File: src/rtl/flappy_pkg.sv
// Shared encodings and constants for the pipe scheduler slice.
package flappy_pkg;

  typedef enum logic [1:0] {
    ST_IDLE = 2'b00,
    ST_RUN  = 2'b01,
    ST_DEAD = 2'b10
  } game_state_t;

  // Pipe slot word layout: {x, gap_y}
  localparam int unsigned X_MSB   = 31;
  localparam int unsigned X_LSB   = 16;
  localparam int unsigned GAP_MSB = 15;
  localparam int unsigned GAP_LSB = 0;

  localparam logic [15:0] GAP1_INIT = 16'd200;
  localparam logic [15:0] GAP2_INIT = 16'd160;
  localparam logic [15:0] GAP3_INIT = 16'd240;

  localparam logic [15:0] LFSR_SEED = 16'hACE1;
  // Taps 16,14,13,11 -> bits 15,13,12,10
  localparam logic [15:0] LFSR_TAPS = 16'hB400;

  localparam logic [15:0] BCD_MAX = 16'h9999;

  function automatic logic [15:0] lfsr_next(input logic [15:0] l);
    return {l[14:0], ^(l & LFSR_TAPS)};
  endfunction

  function automatic logic [15:0] gap_init(input int unsigned i);
    case (i)
      0:       return GAP1_INIT;
      1:       return GAP2_INIT;
      default: return GAP3_INIT;
    endcase
  endfunction

endpackage

File: src/rtl/bcd_counter4.sv
// Four-digit BCD counter with synchronous clear, saturating at 9999.
module bcd_counter4
  import flappy_pkg::*;
(
  input  logic        clk,
  input  logic        rst,
  input  logic        clr,
  input  logic        inc,
  output logic [15:0] bcd,
  output logic        changed
);

  logic [15:0] bcd_next;

  // Ripple a +1 through the digits, least significant first
  always_comb begin
    logic carry;
    bcd_next = bcd;
    carry    = 1'b1;
    for (int unsigned d = 0; d < 4; d++) begin
      if (carry) begin
        if (bcd[4*d +: 4] == 4'd9) begin
          bcd_next[4*d +: 4] = 4'd0;
        end else begin
          bcd_next[4*d +: 4] = bcd[4*d +: 4] + 4'd1;
          carry              = 1'b0;
        end
      end
    end
  end

  // Count register; changed flags only real increments
  always_ff @(posedge clk) begin
    if (rst || clr) begin
      bcd     <= '0;
      changed <= 1'b0;
    end else if (inc && (bcd != BCD_MAX)) begin
      bcd     <= bcd_next;
      changed <= 1'b1;
    end else begin
      changed <= 1'b0;
    end
  end

endmodule

File: src/rtl/pipe_scheduler.sv
// Game-phase FSM, three-slot pipe scroller with LFSR respawn gaps, BCD score.
module pipe_scheduler
  import flappy_pkg::*;
#(
  parameter int SCREEN_W = 640,
  parameter int SPACING  = 240,
  parameter int SPEED    = 2,
  parameter int PIPE_W   = 52,
  parameter int BIRD_X   = 160,
  parameter int GAP_MIN  = 60
) (
  input  logic        clk,
  input  logic        rst,
  input  logic        up,
  input  logic        frame_tick,
  input  logic        fail,
  output logic [31:0] pipe1,
  output logic [31:0] pipe2,
  output logic [31:0] pipe3,
  output logic [15:0] score,
  output logic        score_pulse,
  output logic [1:0]  state
);

  localparam logic [15:0] STEP = 16'(SPEED);
  localparam logic [15:0] WRAP = 16'(3 * SPACING - SPEED);
  localparam logic [15:0] GMIN = 16'(GAP_MIN);
  localparam logic [16:0] PW17 = 17'(PIPE_W);
  localparam logic [16:0] BX17 = 17'(BIRD_X);

  function automatic logic [15:0] x_init(input int unsigned i);
    return 16'(SCREEN_W + int'(i) * SPACING);
  endfunction

  game_state_t state_q, state_d;
  logic        up_q, up_rise, move, restore;
  logic [15:0] lfsr_q;
  logic [15:0] x_q [3];
  logic [15:0] gap_q [3];
  logic [15:0] x_new [3];
  logic [15:0] gap_new [3];
  logic [7:0]  rnd [3];
  logic [2:0]  scored;

  assign up_rise = up & ~up_q;
  assign move    = (state_q == ST_RUN) && frame_tick && !fail;
  assign restore = (state_q == ST_DEAD) && up_rise;

  // Game state register
  always_ff @(posedge clk) begin
    if (rst) state_q <= ST_IDLE;
    else     state_q <= state_d;
  end

  // Next-state logic; fail wins over a coincident frame tick
  always_comb begin
    state_d = state_q;
    case (state_q)
      ST_IDLE: if (up_rise) state_d = ST_RUN;
      ST_RUN:  if (fail)    state_d = ST_DEAD;
      ST_DEAD: if (up_rise) state_d = ST_IDLE;
      default: state_d = ST_IDLE;
    endcase
  end

  // Button edge history and free-running gap LFSR
  always_ff @(posedge clk) begin
    if (rst) begin
      up_q   <= 1'b0;
      lfsr_q <= LFSR_SEED;
    end else begin
      up_q   <= up;
      lfsr_q <= lfsr_next(lfsr_q);
    end
  end

  // Per-slot scroll/respawn and score-line crossing
  always_comb begin
    rnd[0] = lfsr_q[7:0];
    rnd[1] = lfsr_q[12:5];
    rnd[2] = lfsr_q[15:8];
    for (int unsigned i = 0; i < 3; i++) begin
      scored[i] = 1'b0;
      if (x_q[i] <= STEP) begin
        x_new[i]   = x_q[i] + WRAP;
        gap_new[i] = GMIN + {8'd0, rnd[i]};
      end else begin
        x_new[i]   = x_q[i] - STEP;
        gap_new[i] = gap_q[i];
        scored[i]  = (({1'b0, x_q[i]} + PW17) >= BX17) &&
                     (({1'b0, x_new[i]} + PW17) < BX17);
      end
    end
  end

  // Slot registers; DEAD->IDLE restores the power-on layout
  always_ff @(posedge clk) begin
    if (rst || restore) begin
      for (int unsigned i = 0; i < 3; i++) begin
        x_q[i]   <= x_init(i);
        gap_q[i] <= gap_init(i);
      end
    end else if (move) begin
      for (int unsigned i = 0; i < 3; i++) begin
        x_q[i]   <= x_new[i];
        gap_q[i] <= gap_new[i];
      end
    end
  end

  bcd_counter4 u_score (
    .clk     (clk),
    .rst     (rst),
    .clr     (restore),
    .inc     (move && (|scored)),
    .bcd     (score),
    .changed (score_pulse)
  );

  assign pipe1[X_MSB:X_LSB]     = x_q[0];
  assign pipe1[GAP_MSB:GAP_LSB] = gap_q[0];
  assign pipe2[X_MSB:X_LSB]     = x_q[1];
  assign pipe2[GAP_MSB:GAP_LSB] = gap_q[1];
  assign pipe3[X_MSB:X_LSB]     = x_q[2];
  assign pipe3[GAP_MSB:GAP_LSB] = gap_q[2];
  assign state                  = state_q;

endmodule

File: config.mk
export PLATFORM = sky130hd
export DESIGN_NAME = pipe_scheduler
export DESIGN_NICKNAME = d
export VERILOG_FILES = /design/src/rtl/flappy_pkg.sv /design/src/rtl/bcd_counter4.sv /design/src/rtl/pipe_scheduler.sv
export SDC_FILE = /design/constraint.sdc
export NUM_CORES = 1
export LEC_CHECK = 0
export BUFFER_PORTS_ARGS = -buffer_cell sky130_fd_sc_hd__buf_2
export CAP_MARGIN = 10
export CORE_UTILIZATION = 60
export DETAILED_ROUTE_END_ITERATION = 6
export PLACE_DENSITY_LB_ADDON = 0.25
export SLEW_MARGIN = 20
export SYNTH_ARGS = -nofsm -noshare
export SYNTH_HDL_FRONTEND = slang
export SYNTH_SLANG_ARGS = --single-unit
File: constraint.sdc
create_clock -name clk -period 6 [get_ports clk]
set_clock_uncertainty 0.05 [all_clocks]
set_input_delay 0.6 -clock clk [delete_from_list [all_inputs] [get_ports clk]]
set_output_delay 0.6 -clock clk [all_outputs]
set_load 0.02 [all_outputs]
==> results of run 1 <==
[metrics by stage]
stage | hold slack (ns) | setup WS, ns | std cells | cell area [um2]
floorplan | 0.3791 | 2.488 | 730 | 6777
global placement | 0.3915 | 2.502 | 907 | 7082
detailed placement | 0.4163 | 2.262 | 907 | 7082
CTS | 0.3944 | 2.210 | 923 | 7266
global route | 0.4300 | 1.985 | 923 | 7266
finish | 0.4121 | 2.198 | 923 | 7266
[how the worst max path moves through the flow]
| stage | end | depth (start not counted) | startpoint |
|---|---|---|---|
| after floorplan | u_score.bcd[11] | 13 | x_q[0][3] |
| after global placement | u_score.bcd[11] | 11 | x_q[0][34] |
| after detailed placement | u_score.bcd[11] | 11 | x_q[0][34] |
| after CTS | u_score.bcd[11] | 11 | x_q[0][34] |
| after global routing | u_score.bcd[11] | 11 | x_q[0][35] |
| final | u_score.bcd[11] | 11 | x_q[0][34] |
[final cells by class]
| type | count | area (um2) | share of cell area [%] |
|---|---|---|---|
| Timing Repair Buffer | 101 | 520.5 | 7.164 |
| Tap cell | 140 | 175.2 | 2.411 |
| Clock buffer | 11 | 141.4 | 1.946 |
| Inverter | 30 | 112.6 | 1.550 |
| Multi-Input combinational cell | 528 | 3391 | 46.67 |
| Clock inverter | 5 | 42.54 | 0.5855 |
| Sequential cell | 108 | 2883 | 39.68 |
[kinds of logic after synthesis]
family	after synthesis
other	1
buffers and inverters	94
AOI/OAI and AO/OA	110
and+or+nand+nor	303
DFF	108
adders and majority gates	22
muxes	16
xor gates and xnor gates	53
[cells in the mapped netlist, types with 4 or more instances]
library cell	count
nor2_1	82
edfxtp_1	72
nand2_1	57
xnor2_1	39
dfxtp_1	36
nand3_1	32
clkbuf_1	31
inv_1	30
nor3_1	25
a21oi_1	24
buf_4	24
ha_1	21
o21ai_0	20
mux2i_1	14
xor2_1	14
nand4_1	11
nor2b_1	11
or2_2	11
nor4_1	10
nand2b_1	8
and2_1	7
nand3b_1	7
or4_1	6
a211oi_1	5
a31oi_1	5
o211ai_1	5
o31ai_1	5
a211o_1	4
nor3b_1	4
or3_2	4
[report_power, final]
| group | internal, mW | switching (mW) |
|---|---|---|
| Combinational | 0.0704 | 0.124 |
| Clock | 0.169 | 0.256 |
| Sequential | 0.821 | 0.0398 |
[metal layers]
metal / wire [um] / global-route usage [%]
met1: 6402 / 33.06
met3: 714 / 4.116
met4: 155 / 8.708
met5: 0 / 0
met2: 7361 / 43.54
[state kept, by name, summed over array words and instances (netlist names)]
name	flops
u_score.bcd	16
gap_q	27
up_q	1
state	2
lfsr_q	16
u_score.changed	1
x_q	45
[worst max-delay path: stages, from the launching register on]
cell and delay (ns):
edfxtp_1 0.47, inv_1 0.17, ha_1 0.28, or4b_1 0.61, or4_1 0.46, o211ai_1 0.11, o211ai_1 0.14, nor4_2 0.35
o2bb2ai_2 0.21, o211ai_1 0.17, or4_1 0.50, a31oi_1 0.19
[placed cells by master, fill, tap and decap left out, drive strengths merged, types with 5 or more instances in the layout]
cell    count
nand3      32
and2        7
nand2      57
nor3       25
or2        12
xnor2      39
a31oi       6
a21oi      24
nand3b      7
a211oi      5
nor2       82
o21ai      21
ha         21
or4         9
or3         8
clkbuf     11
mux2i      14
nand4      11
nor2b      11
inv        34
conb       24
o211ai      5
xor2       14
buf       101
o31ai       5
dfxtp      36
edfxtp     72
nand2b      8
nor4       12
==> metrics, run 1 <==
ranking of synthesized cells by area=edfxtp_1 32%, dfxtp_1 11%, xnor2_1 5.1%; max_cap viols=0; average footprint of a synthesized cell=9.463 um2; setup TNS=0 ns; area leader, netlist=edfxtp_1; largest family of logic cells by synthesized area=simple AND/OR/NAND/NOR gates; post-CTS sizing=0; # rows=38; PortBufs=95; post-route clock period utilization=between 60 and 70%; CP Capture Type=flop; Chip Height=roughly 110 um; max-slew violation count=0; Mapped Area=between 6000 and 7000 um2; gr usage total=between 20% and 30%; Peak Freq=between 200 and 300 MHz; Boundary Pins=120; asr flop ratio synth=0%; Antenna Nets Post-Route=0; global-route wire length before repair=roughly 23 mm; Hold Crit Start=up; Synth Register Bits=108; DR vias/cell=between 5 and 6; Setup Buffers After CTS=0; fill cell count=about 860; post-synthesis cell count=approximately 700; Worst-Margin Slew=about 1.0 ns; CTS buffer count=9; Starting Density=between 60% and 70%; Root Driver=clkbuf_8; Pwr Total=between 1 and 1.5 mW; pwr/cell area=roughly 200 nW/um2; hold_buf cts=0; Post-Synth Simple-Gate Area=23.85%; DRT Wirelength=around 15 mm; critical path class=flop to flop; synthesized-area fraction occupied by adder cells=under 10%; CTS H-tree depth=3; mux share of post-synthesis cell area=2.431%; DRC viols=0; WP data required=around 6.2 ns; Min-Delay Path Depth=2; CP arrival=4.04 ns; Main synth FF type=edfxtp_1; Die X=between 100 and 150 um; initial drt markers=just under 400; fraction of layout cells with a size suffix above 1=around 20%; Netlist cell types=85; total core area=about 11,000 um2; CTS Sinks=around 110; endpoints failing hold=0; synth warn=0; Synth Area in XOR/XNOR=a little under 7%; Static Leak=~2.8 nW; CP Max Fanout=8; share of the synthesized area in the top cell type=roughly a third; Post-synth EDFFs=72; drt pass-1 iters=5; clk slew on worst S/H paths=~0.11 ns; CP Launch Type=flop; reg-to-reg setup timing slack=2.20 ns; largest net degree at the start of global routing=46; DIE AREA=around 12,000 um2; Reg-to-Reg Start=x_q[0][34]; Tmin final=between 3 and 4 ns; vias after detailed routing=about 5,400; Hold Path End=up_q; unrepaired setup endpoints after global routing=false; Compound-Gate Fraction of Synth Area=12.01%; VDD IR max=0.0001647 V; status=complete, no violations; register area share after synthesis=between 40 and 50%; reg2reg end=u_score.bcd[11]; initial antenna violation count=0; vias in the first global route=between 4,000 and 5,000; final setup vio count=0; reg2reg path depth=11; area grow syn2layout=8.603%; CTS tree=built; RD Place Congestion=around 0.9; clock latency at the later pin of the worst-skew pair=between 0.3 and 0.4 ns; final core occ=about 67%; worst hold path type=input pin to flop; post-DP HPWL=between 10 and 15 mm; Nets=approximately 800; Clock Path Buffers=2; ant diodes=0; WL/cell=15.85 um; GRT overflow=0; worst rel slew slack=between 30% and 40%
Power figures use the tool's default switching activity.
==> run 2, diff against run 1 <==
Settings changed: CORE_UTILIZATION 60 to 51.
Clock period 6 ns to 3.2 ns, I/O delays scaled along.
==> run 2 against run 1 <==
The flow now finishes with violations (setup timing). Die area grew 17%. Largest power group unchanged. Critical path type unchanged. Highest routed layer unchanged. Hold slack lost 0.25 ns. Utilization shrank 2.9 points. Power grew 120%. Clock power grew to 2.7 times the previous value. Final cell count grew 11%. Largest cell class unchanged. Combinational power grew 130%.
==> metrics, run 2 (synthesis gave the netlist of run 1 again) <==
status=finished, violations left; failing checks=setup timing; clk slew on worst S/H paths=roughly 0.08 ns; Final WS setup=-0.03367 ns; initial drt markers=350; Starting Density=52.59%; endpoints failing hold=0; fraction of layout cells with a size suffix above 1=between 30 and 40%; Die X=~120 um; max_cap viols=0; DRT Wirelength=15.96 mm; CP Launch Type=flop; most common cell after layout, fill and taps aside=buf_2; total core area=12,720 um2; ant diodes=0; WL/cell=~16 um; hold slack=roughly 0.16 ns; critical path class=flop to flop; met2 wire len=~7.7 mm; CP Max Fanout=7; RD Place Congestion=0.9602; final setup vio count=8; unrepaired setup endpoints after global routing=true; VDD IR max=0.0002493 V; met3 wire length=around 800 um; Boundary Pins=120; Nets=between 800 and 900; drt pass-1 iters=4; largest registers=x_q x45, gap_q x27; global-route wire length before repair=24.77 mm; vias in the first global route=5,102; Max stage delay on crit path=around 0.46 ns; worst rel slew slack=about half; CP cell instances=inv_2 > ha_4 > a21bo_4 > or4_4 > or3_4 > o21ai_2 > nand2_1 > or4_4 > a31oi_4 > buf_6 > nand3_2 > mux2i_1; CTS Sinks=between 100 and 150; Chip Height=between 100 and 150 um; max-slew violation count=0; # rows=between 40 and 50; CTS tree=built; CTS buffer count=9; pwr/cell area=between 300 and 400 nW/um2; DRC viols=0; post-DP HPWL=roughly 12 mm; crit-path most repeated cell=or4_4; DR vias/cell=roughly 5.6; Worst-Margin Slew=0.7481 ns; clock latency at the later pin of the worst-skew pair=between 0.3 and 0.4 ns; DIE AREA=~14,000 um2; setup TNS=-0.1503 ns; Largest Register=x_q; Peak Freq=between 300 and 400 MHz; CP arrival=~3.4 ns; largest net degree at the start of global routing=46; initial antenna violation count=0; met1 WL=roughly 7.2 mm; vias after detailed routing=about 5,700; PortBufs=95; CTS H-tree depth=3; CP Capture Type=flop; Antenna Nets Post-Route=0; max layer used=met4; Slowest cell on crit path=or4_4; Root Driver=clkbuf_16; worst hold path type=input pin to flop; post-route clock period utilization=101.1%; GRT overflow=0; area grow syn2layout=21.88%; Tmin final=roughly 3.2 ns; hold_buf cts=0; gr usage total=between 20% and 30%; most frequent cells in the layout=95 x buf_2, 82 x nor2_1, 74 x buf_4, 72 x edfxtp_1, 54 x nand2_1; number of flip-flops in the largest register=45; WP data required=approximately 3.4 ns; Static Leak=between 3 and 4 nW; Clock Path Buffers=2
==> run 2: changes by cell type in the layout (fill, tap and decap cells not counted), sizes merged <==
cell | before | now
buf | 101 | 172
bufinv | 0 | 1
clkbuf | 11 | 9
clkinv | 0 | 1
==> run 2: timing repair <==
item | 4_1_cts | 5_1_grt
hold endpoints to repair | 0 | 0
setup buffers | 5 | 1
setup endpoints to repair | 7 | 16
pin swaps | 6 | 2
resized for setup | 8 | 28
==> run 2: layout make-up <==
type                       instances  area (um2)
fill                            1073        4568
multi-input combinational        528        3568
sequential                       108        2883
timing repair buffer             172        1065
clock buffer                       9       225.2
tap                              172       215.2
inverter                          30       117.6
clock inverter                     7       80.08
==> run 2: final timing paths <==
check | startpoint | to | slack (ns) | depth (start not counted)
worst min register to register | lfsr_q[1] | lfsr_q[2] | 0.41 | 1
worst max register to register | x_q[0][18] | u_score.bcd[14] | -0.03 | 12
worst max-delay path | x_q[0][18] | u_score.bcd[14] | -0.03 | 12
worst min-delay path | up | up_q | 0.16 | 2
==> run 2: power by group <==
part,switching (mW),total [mW],internal (mW)
registers,0.0457,1.58,1.54
clock network,0.532,1.15,0.620
logic,0.283,0.456,0.173
==> run 2: worst max-delay path, delay by kind of cell, from the launching register on <==
family	cells	cell delay, ns
fa+ha+maj	1	0.14
simple gates	5	1.37
mux	1	0.13
flops	1	0.41
compound gates	3	0.71
buf+inv	2	0.32
==> run 2: through the flow <==
stage / utilization [%] / power [mW] / worst slack, ns / instances / cell area, um2
after floorplan: - / 1.937 / -0.1593 / 730 / 6833
after global placement: 60.23 / 2.035 / -0.03127 / 1005 / 7662
after detailed placement: 60.23 / 2.052 / -0.09728 / 1005 / 7662
after CTS: 63.10 / 3.196 / -0.02128 / 1026 / 8028
after global routing: 64.09 / 3.304 / -0.1585 / 1026 / 8154
final: 64.09 / 3.191 / -0.03367 / 1026 / 8154
==> run 2: routing by layer <==
metal  vias to the layer above  global-route usage, %
li1                       2771                      -
met1                      2764                  30.79
met2                       173                  39.13
met3                        27                  3.840
met4                         0                  8.354
met5                         -                      0
==> run 3, diff against run 2 <==
Settings changed: CELL_PAD_IN_SITES_DETAIL_PLACEMENT from default to 1, CELL_PAD_IN_SITES_GLOBAL_PLACEMENT from default to 1, CORE_UTILIZATION 51 to 39.
==> run 3 against run 2 <==
Count of clock-buffer cells in the layout up 1. The flow still finishes with violations (setup timing). Register-to-register slack worse by 0.03 ns. Die area up 30%. Utilization down 14 points. Via count about the same. Clock power about the same. Sequential cell count unchanged. Highest routed layer unchanged. First-iteration DRC count down 36%. Design area up 2.1%.
==> metrics, run 3 (synthesis gave the netlist of run 1 again) <==
number of flip-flops in the largest register=45; WL/cell=~17 um; fin cells=~1,100; clk slew on worst S/H paths=0.08 ns; status=finished, violations left; final setup vio count=4; Clock Path Buffers=2; fill cell count=around 1,900; DIE AREA=17,680 um2; gr usage total=about a fifth; # rows=between 40 and 50; most frequent cells in the layout=95 x buf_2, 81 x nor2_1, 73 x buf_4, 72 x edfxtp_1, 53 x nand2_1; Static Leak=~3.3 nW; global-route wire length before repair=~30 mm; DR vias/cell=5.325; CTS Sinks=108; PortBufs=95; Nets=roughly 900; area grow syn2layout=24.50%; design area=~8300 um2; WP data required=3.40 ns; endpoints failing hold=0; most common cell after layout, fill and taps aside=buf_2; worst hold path type=input pin to flop; dpl cell area=7720 um2; Root Driver=clkbuf_16; unrepaired setup endpoints after global routing=true; largest registers=x_q x45, gap_q x27; Final WS setup=-0.06687 ns; worst rel slew slack=about half; CTS H-tree depth=3; critical path class=flop to flop; Die X=~130 um; vias in the first global route=just under 6,000; hold_buf cts=0; CP Max Fanout=6; Antenna Nets Post-Route=0; initial antenna violation count=0; Boundary Pins=120; placed cell count=approximately 1,100; pwr/cell area=384.5 nW/um2; RD Place Congestion=slightly above 0.8; failing checks=setup timing; Peak Freq=306.1 MHz; CP Capture Type=flop; Chip Height=around 130 um; Worst-Margin Slew=about 0.75 ns; max_cap viols=0; post-DP HPWL=between 10 and 15 mm; CTS tree=built; DRT Wirelength=18.71 mm; Starting Density=40.20%; CP arrival=roughly 3.5 ns; VDD IR max=roughly 0.00025 V; DRC viols=0; clock latency at the later pin of the worst-skew pair=0.36 ns; post-route clock period utilization=102.1%; vias after detailed routing=5,730; max-slew violation count=0; drt pass-1 iters=5; Tmin final=3.267 ns; CTS buffer count=9; total core area=between 15,000 and 20,000 um2; ant diodes=0; fraction of layout cells with a size suffix above 1=between 30% and 40%; largest net degree at the start of global routing=46; CP Launch Type=flop; GRT overflow=0; initial drt markers=225; Largest Register=x_q
run 3: layout make-up:
| type | instances | area (um2) | area share [%] |
|---|---|---|---|
| Multi-Input combinational cell | 528 | 3650 | 43.82 |
| Clock buffer | 10 | 239.0 | 2.869 |
| Timing Repair Buffer | 174 | 1100 | 13.20 |
| Tap cell | 220 | 275.3 | 3.305 |
| Sequential cell | 108 | 2883 | 34.61 |
| Inverter | 30 | 117.6 | 1.412 |
| Clock inverter | 6 | 65.06 | 0.7811 |
run 3: worst max-delay path, stage by stage (launching register included):
cell and delay (ns):
edfxtp_1 0.44, clkinv_4 0.10, ha_4 0.17, a21bo_4 0.23, or4_4 0.42, or3_4 0.35
o21ai_2 0.18, nand2_1 0.07, or4_4 0.43, a31oi_4 0.23, buf_12 0.16, a31oi_4 0.08
a41o_2 0.26
run 3: power breakdown:
| group | total, mW | internal, mW | switching, mW | leakage, nW |
|---|---|---|---|---|
| combinational | 0.476 | 0.180 | 0.296 | 2.18 |
| sequential | 1.58 | 1.54 | 0.0457 | 0.977 |
| clock | 1.14 | 0.576 | 0.568 | 0.152 |
| total | 3.20 | 2.29 | 0.910 | 3.31 |
run 3: repair_timing:
action | CTS | global route
buffers inserted | 7 | 2
setup endpoints to repair | 5 | 16
cloned | 1 | 0
resized for setup | 24 | 31
pin swaps | 12 | 3
run 3: layer usage:
metal / up-vias / wire length [um] / track usage, %
met3: 16 / 539 / 2.874
met1: 2841 / 8244 / 25.45
met2: 111 / 9675 / 39.27
li1: 2762 / - / -
met5: - / 0 / 0
met4: 0 / 251 / 6.960
run 3: stage by stage:
stage | worst slack (ns) | power, mW | TNS [ns] | util [%] | hold WS, ns
3_3_place_gp | -0.004440 | 2.049 | -0.004440 | 46.39 | 0.3932
5_1_grt | -0.1484 | 3.329 | -1.143 | 50.05 | 0.1660
4_1_cts | -0.07374 | 3.214 | -0.3618 | 49.32 | 0.1528
6_report | -0.06687 | 3.203 | -0.1490 | 50.05 | 0.1574
3_5_place_dp | -0.1373 | 2.068 | -0.2549 | 46.39 | 0.4083
2_1_floorplan | -0.1593 | 1.937 | -0.9948 | - | 0.3791
run 3: path summary, 6_finish.rpt:
path / from / depth (start not counted) / to / slack, ns
min: up / 2 / up_q / 0.16
max reg2reg: x_q[0][19] / 12 / u_score.bcd[10] / -0.07
min reg2reg: lfsr_q[0] / 1 / lfsr_q[1] / 0.42
max: x_q[0][19] / 12 / u_score.bcd[10] / -0.07
